`src/rtl/freq_meter_pkg.sv`:
```
// Shared types and defaults for the frequency meter.
`timescale 1ns/1ps
package freq_meter_pkg;

  typedef enum logic {
    IDLE,
    GATE
  } state_t;

  localparam int DEF_CLK_FREQ_HZ = 100_000_000;
  localparam int DEF_CNT_W       = 27;

endpackage

```
`src/rtl/freq_meter_sync_edge_detect.sv`:
```
// Two-flop synchronizer plus edge flop for one async input.
`timescale 1ns/1ps
module sync_edge_detect (
  input  logic clk_100MHz,
  input  logic reset_n,
  input  logic async_in,
  output logic rise
);

  logic meta_q;
  logic sync_q;
  logic prev_q;

  always_ff @(posedge clk_100MHz or negedge reset_n) begin
    if (!reset_n) begin
      meta_q <= 1'b0;
      sync_q <= 1'b0;
      prev_q <= 1'b0;
    end else begin
      meta_q <= async_in;
      sync_q <= meta_q;
      prev_q <= sync_q;
    end
  end

  assign rise = sync_q & ~prev_q;

endmodule

```
`src/rtl/freq_meter.sv`:
```
// Gated rising-edge counter; back-to-back windows, one result per window.
`timescale 1ns/1ps
module freq_meter
  import freq_meter_pkg::*;
#(
  parameter int CLK_FREQ_HZ = DEF_CLK_FREQ_HZ,
  parameter int GATE_CYCLES = CLK_FREQ_HZ,
  parameter int CNT_W       = DEF_CNT_W
) (
  input  logic             clk_100MHz,
  input  logic             reset_n,
  input  logic             sig_in,
  input  logic             enable,
  output logic [CNT_W-1:0] freq_hz,
  output logic             freq_valid,
  output logic             overflow,
  output logic             busy
);

  localparam int GW = $clog2(GATE_CYCLES);
  localparam logic [GW-1:0] GATE_LAST = GW'(GATE_CYCLES - 1);
  localparam logic [CNT_W-1:0] CNT_MAX = {CNT_W{1'b1}};

  if (GATE_CYCLES < 4) begin : g_gate_chk
    $error("freq_meter: GATE_CYCLES must be >= 4");
  end

  state_t           state;
  logic [GW-1:0]    gate_cnt;
  logic [CNT_W-1:0] edge_cnt;
  logic             ovf_acc;
  logic             rise;
  logic             sat_hit;
  logic [CNT_W-1:0] edge_nxt;

  sync_edge_detect u_sync (
    .clk_100MHz (clk_100MHz),
    .reset_n    (reset_n),
    .async_in   (sig_in),
    .rise       (rise)
  );

  // Saturating add of this cycle's edge
  assign sat_hit  = rise & (edge_cnt == CNT_MAX);
  assign edge_nxt = sat_hit ? CNT_MAX : edge_cnt + CNT_W'(rise);

  always_ff @(posedge clk_100MHz or negedge reset_n) begin
    if (!reset_n) begin
      state      <= IDLE;
      gate_cnt   <= '0;
      edge_cnt   <= '0;
      ovf_acc    <= 1'b0;
      freq_hz    <= '0;
      freq_valid <= 1'b0;
      overflow   <= 1'b0;
    end else begin
      freq_valid <= 1'b0;
      unique case (state)
        IDLE: begin
          gate_cnt <= '0;
          edge_cnt <= '0;
          ovf_acc  <= 1'b0;
          if (enable) state <= GATE;
        end
        GATE: begin
          if (!enable) begin
            state    <= IDLE;
            gate_cnt <= '0;
            edge_cnt <= '0;
            ovf_acc  <= 1'b0;
          end else if (gate_cnt == GATE_LAST) begin
            freq_hz    <= edge_nxt;
            overflow   <= ovf_acc | sat_hit;
            freq_valid <= 1'b1;
            gate_cnt   <= '0;
            edge_cnt   <= '0;
            ovf_acc    <= 1'b0;
          end else begin
            gate_cnt <= gate_cnt + 1'b1;
            edge_cnt <= edge_nxt;
            ovf_acc  <= ovf_acc | sat_hit;
          end
        end
        default: state <= IDLE;
      endcase
    end
  end

  assign busy = (state == GATE);

endmodule

```
`config.mk`:
```
export PLATFORM = sky130hd
export DESIGN_NAME = freq_meter
export DESIGN_NICKNAME = d
export VERILOG_FILES = /design/src/rtl/freq_meter_pkg.sv /design/src/rtl/freq_meter_sync_edge_detect.sv /design/src/rtl/freq_meter.sv
export SDC_FILE = /design/constraint.sdc
export NUM_CORES = 1
export LEC_CHECK = 0
export ABC_AREA = 1
export BUFFER_PORTS_ARGS = -buffer_cell sky130_fd_sc_hd__buf_2
export CORE_MARGIN = 2
export CORE_UTILIZATION = 25
export CTS_CLUSTER_DIAMETER = 200
export DETAILED_ROUTE_END_ITERATION = 7
export SYNTH_ARGS = -nofsm -noshare
export SYNTH_HDL_FRONTEND = slang
export SYNTH_SLANG_ARGS = --single-unit
```
`constraint.sdc`:
```
create_clock -name clk_100MHz -period 2.7 [get_ports clk_100MHz]
set_input_delay 0.675 -clock clk_100MHz [delete_from_list [all_inputs] [get_ports clk_100MHz]]
set_output_delay 0.675 -clock clk_100MHz [all_outputs]
set_load 0.02 [all_outputs]
```
# After elaboration in Yosys (flattened, before gate mapping)

Index checks and enable logic that the tools add are counted.

Output and inout bits: 30
Register bits after elaboration: 88

Add/sub/neg operators: 2
Equality and inequality tests: 2
Reduce and logical (&&, ||, !) cells: 1
Mux-type cells: 14
Bitwise gates (word level): 5

Operators with widths:

| operator                                       | count |
|---|---|
| 2-to-1 mux 27 bit                              | 5 |
| case mux 27 bit (2 select lines)               | 2 |
| == test 27 bit (second input constant)         | 2 |
| adder 27 x 1 -> 27 bit                         | 1 |
| adder 27 x 1 -> 27 bit (second input constant) | 1 |
| 2-to-1 mux 1 bit                               | 6 |
| AND reduction 3 bit                            | 1 |
| bitwise AND 1 bit                              | 2 |
| inverter 1 bit                                 | 2 |
| case mux 1 bit (2 select lines)                | 1 |
| bitwise OR 1 bit                               | 1 |

# Depth between registers and ports, before layout

Depth after elaboration: 7
Depth in mapped cells: 13
Depth with buffers taken out: 13

# Cells and area by module

Synthesis repeated with hierarchy kept, for this count alone.

Cell total of the unflattened synthesis: 645
Area total of the unflattened synthesis: 4737.0 um^2

By module, submodules not included:

| module           | cells an instance | seq. area each (um^2) | area each (um^2) | times used |
|---|---|---|---|---|
| freq_meter       | 640               | 2127.0                | 4652.0           | 1 |
| sync_edge_detect | 5                 | 75.1                  | 85.1             | 1 |

# Worst setup path after synthesis

No wires, ideal clock.

Path type: reg2reg
Start point: register u_sync.prev_q
End point: register edge_cnt[20]
Stages on the path, launching flop included: 12
Setup slack: 0.855 ns
Library setup time: 0.118 ns
Arrival: 1.728 ns
Path buffers: 0
Cell sequence: dfrtp_1 > nor2_1 > ha_1 > ha_1 > inv_1 > nor2_1 > nand2_1 > nor2_1 > nand2_1 > nand2_1 > nand3_1 > nor2b_1

Longest elaborated chain between the ends: 7
Elaborated cells between the ends (all ways): 8
Classes of those cells: add/sub: 1; mux: 4; bitwise: 3

Ends and longest elaborated chain:

| what                                                        | line                               | source |
|---|---|---|
| start, declared                                             | freq_meter_sync_edge_detect.sv:12  | `logic prev_q;` |
| start signal, assigned                                      | freq_meter_sync_edge_detect.sv:22  | `prev_q <= sync_q;` |
| inverter 1 bit *                                            | freq_meter_sync_edge_detect.sv:26  | `assign rise = sync_q & ~prev_q;` |
| bitwise AND 1 bit *                                         | freq_meter_sync_edge_detect.sv:26  |  |
| adder 27 x 1 -> 27 bit or bitwise AND 1 bit (tied branches) | freq_meter.sv:45, freq_meter.sv:44 |  |
| 2-to-1 mux 27 bit *                                         | freq_meter.sv:45                   | `assign edge_nxt = sat_hit ? CNT_MAX : edge_cnt + CNT_W'(rise);` |
| 2-to-1 mux 27 bit *                                         | freq_meter.sv:71                   | `end else if (gate_cnt == GATE_LAST) begin` |
| 2-to-1 mux 27 bit *                                         | freq_meter.sv:66                   | `if (!enable) begin` |
| case mux 27 bit (2 select lines) *                          | freq_meter.sv:58                   | `unique case (state)` |
| end signal, assigned                                        | freq_meter.sv:80                   | `edge_cnt <= edge_nxt;` |
| end, declared                                               | freq_meter.sv:30                   | `logic [CNT_W-1:0] edge_cnt;` |

Mark *: on every way between the ends. The rest lies on a longest branch, timed or not.
A chain may end at the register's enable or synchronous reset.

# Final worst setup path

Start point: register u_sync.sync_q
End point: register freq_hz[12]

Longest elaborated chain between the ends: 3
Elaborated cells between the ends (all ways): 4
Classes of those cells: add/sub: 1; mux: 1; bitwise: 2

Ends and longest elaborated chain:

| what                                                        | line                               | source |
|---|---|---|
| start, declared                                             | freq_meter_sync_edge_detect.sv:11  | `logic sync_q;` |
| start signal, assigned                                      | freq_meter_sync_edge_detect.sv:21  | `sync_q <= meta_q;` |
| bitwise AND 1 bit *                                         | freq_meter_sync_edge_detect.sv:26  |  |
| adder 27 x 1 -> 27 bit or bitwise AND 1 bit (tied branches) | freq_meter.sv:45, freq_meter.sv:44 |  |
| 2-to-1 mux 27 bit *                                         | freq_meter.sv:45                   |  |
| end signal, assigned                                        | freq_meter.sv:72                   | `freq_hz <= edge_nxt;` |
| end, declared                                               | freq_meter.sv:14                   | `output logic [CNT_W-1:0] freq_hz,` |

Marks and branches as above.

==> metrics <==
cell count after synthesis=between 600 and 700; drt total wl=between 10000 and 15000 µm; vias in the first global route=3728; Tot GR Track Use=between 10% and 20%; total gr overflow=0; WP buf/inv=2; Crit path max-delay family=simple AND/OR/NAND/NOR gates; cts repair resizes=0; fin nets=671; CTS max path bufs=2; IO Pins=34; slew margin rel.=a little over three fifths; largest net degree at the start of global routing=50; HP Class=input pin to asynchronous set/reset pin; WP data required=between 2 and 3 ns; via count=between 3000 and 4000; setup TNS=0 ns; fin area=around 0.0053 mm²; worst-skew pair later-pin latency=0.35 ns; Num CTS Buffers=9; Fmax=433.3 MHz; Synth async-reset ratio=100.0%; Distinct cells, synth=26; Final Slew Violations=0; Mapped Nets=635; Avg Synthesized Cell Area=roughly 7.4 µm²; Crit path arrival time=about 2.5 ns; Synth Register Bits=between 80 and 90; yosys warns=0; Final Skew=a little under 0.009 ns; drt drc=0; maximum VDD drop=approximately 320 µV; Reg2Reg Setup Slack=a little under 0.4 ns; Post-DP HPWL=around 7900 µm; remaining antenna violation count after routing=0; Syn Std Cell Area=roughly 0.0046 mm²; initial antenna violation count=0; Max stage delay on crit path=between 0.3 and 0.4 ns; die height=approximately 140 µm; sequential area share after synthesis=a little under half; Least-Margin Pin Slew=0.5562 ns; Die Width=about 140 µm; critical path, cell by cell=inv_1 -> nor2_1 -> ha_1 -> ha_1 -> inv_1 -> nor2_1 -> nand2_1 -> nor2_1 -> nand2_1 -> nand2_1 -> nand2_1 -> nand2_1 -> nand2_1; Tot Pwr=2.660 mW; DR WL/cell=approximately 12 µm; Ant. Diodes=0; post-CTS setup buffers=0; prevailing post-synth register cell=dfrtp_1; status=finished, final reports clean; Iteration-0 DRC Markers=approximately 260; Critical Path Source Type=register; Critical Path Fanout Max=6; crit end category=register; clock transition at the registers of the reported paths=approximately 0.07 ns; slowest CP cell=dfrtp_1; share of cells above drive strength 1=around a tenth; endpoints failing setup=0; Multi-input gate area=0.002110 mm²; Power Density=roughly 500 mW/mm²; Die Footprint=just under 0.02 mm²; vias per cell=between 4 and 5; CTS tree=built; Clock H-tree levels=3; Worst Hold Slack=0.3039 ns; post-route core utilization=approximately 30%; row count=49; Placer Congestion=around 0.85; Final Hold Fails=0; clock sinks=88; number of fill cells=~2000; CP Class=register to register; Syn-to-layout area delta=14.75%; first-pass GRT wire length=around 19000 µm; part of the cycle the worst path needs=between 80% and 90%; RSZ-0062 raised after global routing=false; core box area=between 0.015 and 0.02 mm²; most frequent CP cell=nand2_1; area post-placement=a little over 0.005 mm²; initial core utilization=approximately a quarter; # port buffers=33; root buffer cell=clkbuf_16; most common cell after layout, fill and taps aside=nand2_1; max-cap violations=0; hold-fix buffer count after cts=0; crit path time final=about 2.3 ns; most frequent cells in the layout=nand2_1, nor2_1, dfrtp_1; P_leak=approximately 2.5 nW; Initial DRT Pass Iterations=4; Reg area=between 0.002 and 0.0025 mm²; number of synthesized flops with an enable pin=0
registers in the layout, indices dropped and copies added, names as in the netlist:
name	count
gate_cnt	27
busy	1
freq_hz	27
overflow	1
u_sync.meta_q	1
u_sync.sync_q	1
edge_cnt	27
freq_valid	1
u_sync.prev_q	1
ovf_acc	1
logic make-up (layout without fill, tap and decap cells):
family          Yosys count  count (layout)  share of synthesized area (%)
simple gates            420             420                          37.51
flops                    88              88                          47.36
buf+inv                  70             111                          7.266
compound gates           24              24                          2.718
xor+xnor                 23              23                          4.333
fa+ha+maj                 3               3                         0.8074
metrics by stage:
| stage | worst slack (ns) | cells |
|---|---|---|
| final | 0.3922 | 898 |
| after global routing | 0.1893 | 898 |
| after CTS | 0.3840 | 898 |
| after detailed placement | 0.4141 | 882 |
| after global placement | 0.4840 | 882 |
| after floorplan | 0.8546 | 628 |
cell usage after synthesis, drive strengths merged, types with 5 or more instances:
master	instances	share of area (%)
nand2	217	18
nor2	135	11
dfrtp	88	47
inv	56	4.5
nand3	48	5.8
o21ai	16	1.8
xnor2	12	2.3
buf	11	2.4
xor2	11	2.1
nand3b	8	1.3
a21oi	7	0.75
nand4	5	0.67
nor2b	5	0.67
layout make-up:
class,count,area share [%]
Timing Repair Buffer,37,3.940
Clock buffer,9,4.221
Sequential cell,88,41.28
Inverter,58,4.174
Tap cell,229,5.371
Clock inverter,7,1.477
Multi-Input combinational cell,470,39.54
where the power goes:
group	total (mW)	leakage, nW	switching [mW]	internal [mW]
Combinational	0.0588	1.09	0.0481	0.0107
Sequential	1.33	1.22	0.00325	1.32
Clock	1.28	0.144	0.549	0.726
Total	2.66	2.46	0.600	2.06
final timing paths:
path	depth (start not counted)	end	from
min in group clk_100MHz	0	u_sync.sync_q$_DFF_PN0_	u_sync.meta_q$_DFF_PN0_
setup reg to reg	13	freq_hz[12]$_DFFE_PN0P_	u_sync.sync_q$_DFF_PN0_
max in group asynchronous	2	freq_hz[19]$_DFFE_PN0P_	reset_n
hold reg to reg	0	u_sync.sync_q$_DFF_PN0_	u_sync.meta_q$_DFF_PN0_
hold / removal	1	gate_cnt[25]$_DFF_PN0_	reset_n
setup / recovery	13	freq_hz[12]$_DFFE_PN0P_	u_sync.sync_q$_DFF_PN0_
routing by layer:
layer  part of all wire, %  vias to the layer above  GRT usage [%]
li1                      -                     2006              -
met1                    49                     1759          15.55
met2                    47                       52          18.78
met5                     0                        -              0
met3                   3.7                        6          3.897
met4                  0.67                        0          2.711
Power figures use the tool's default switching activity.
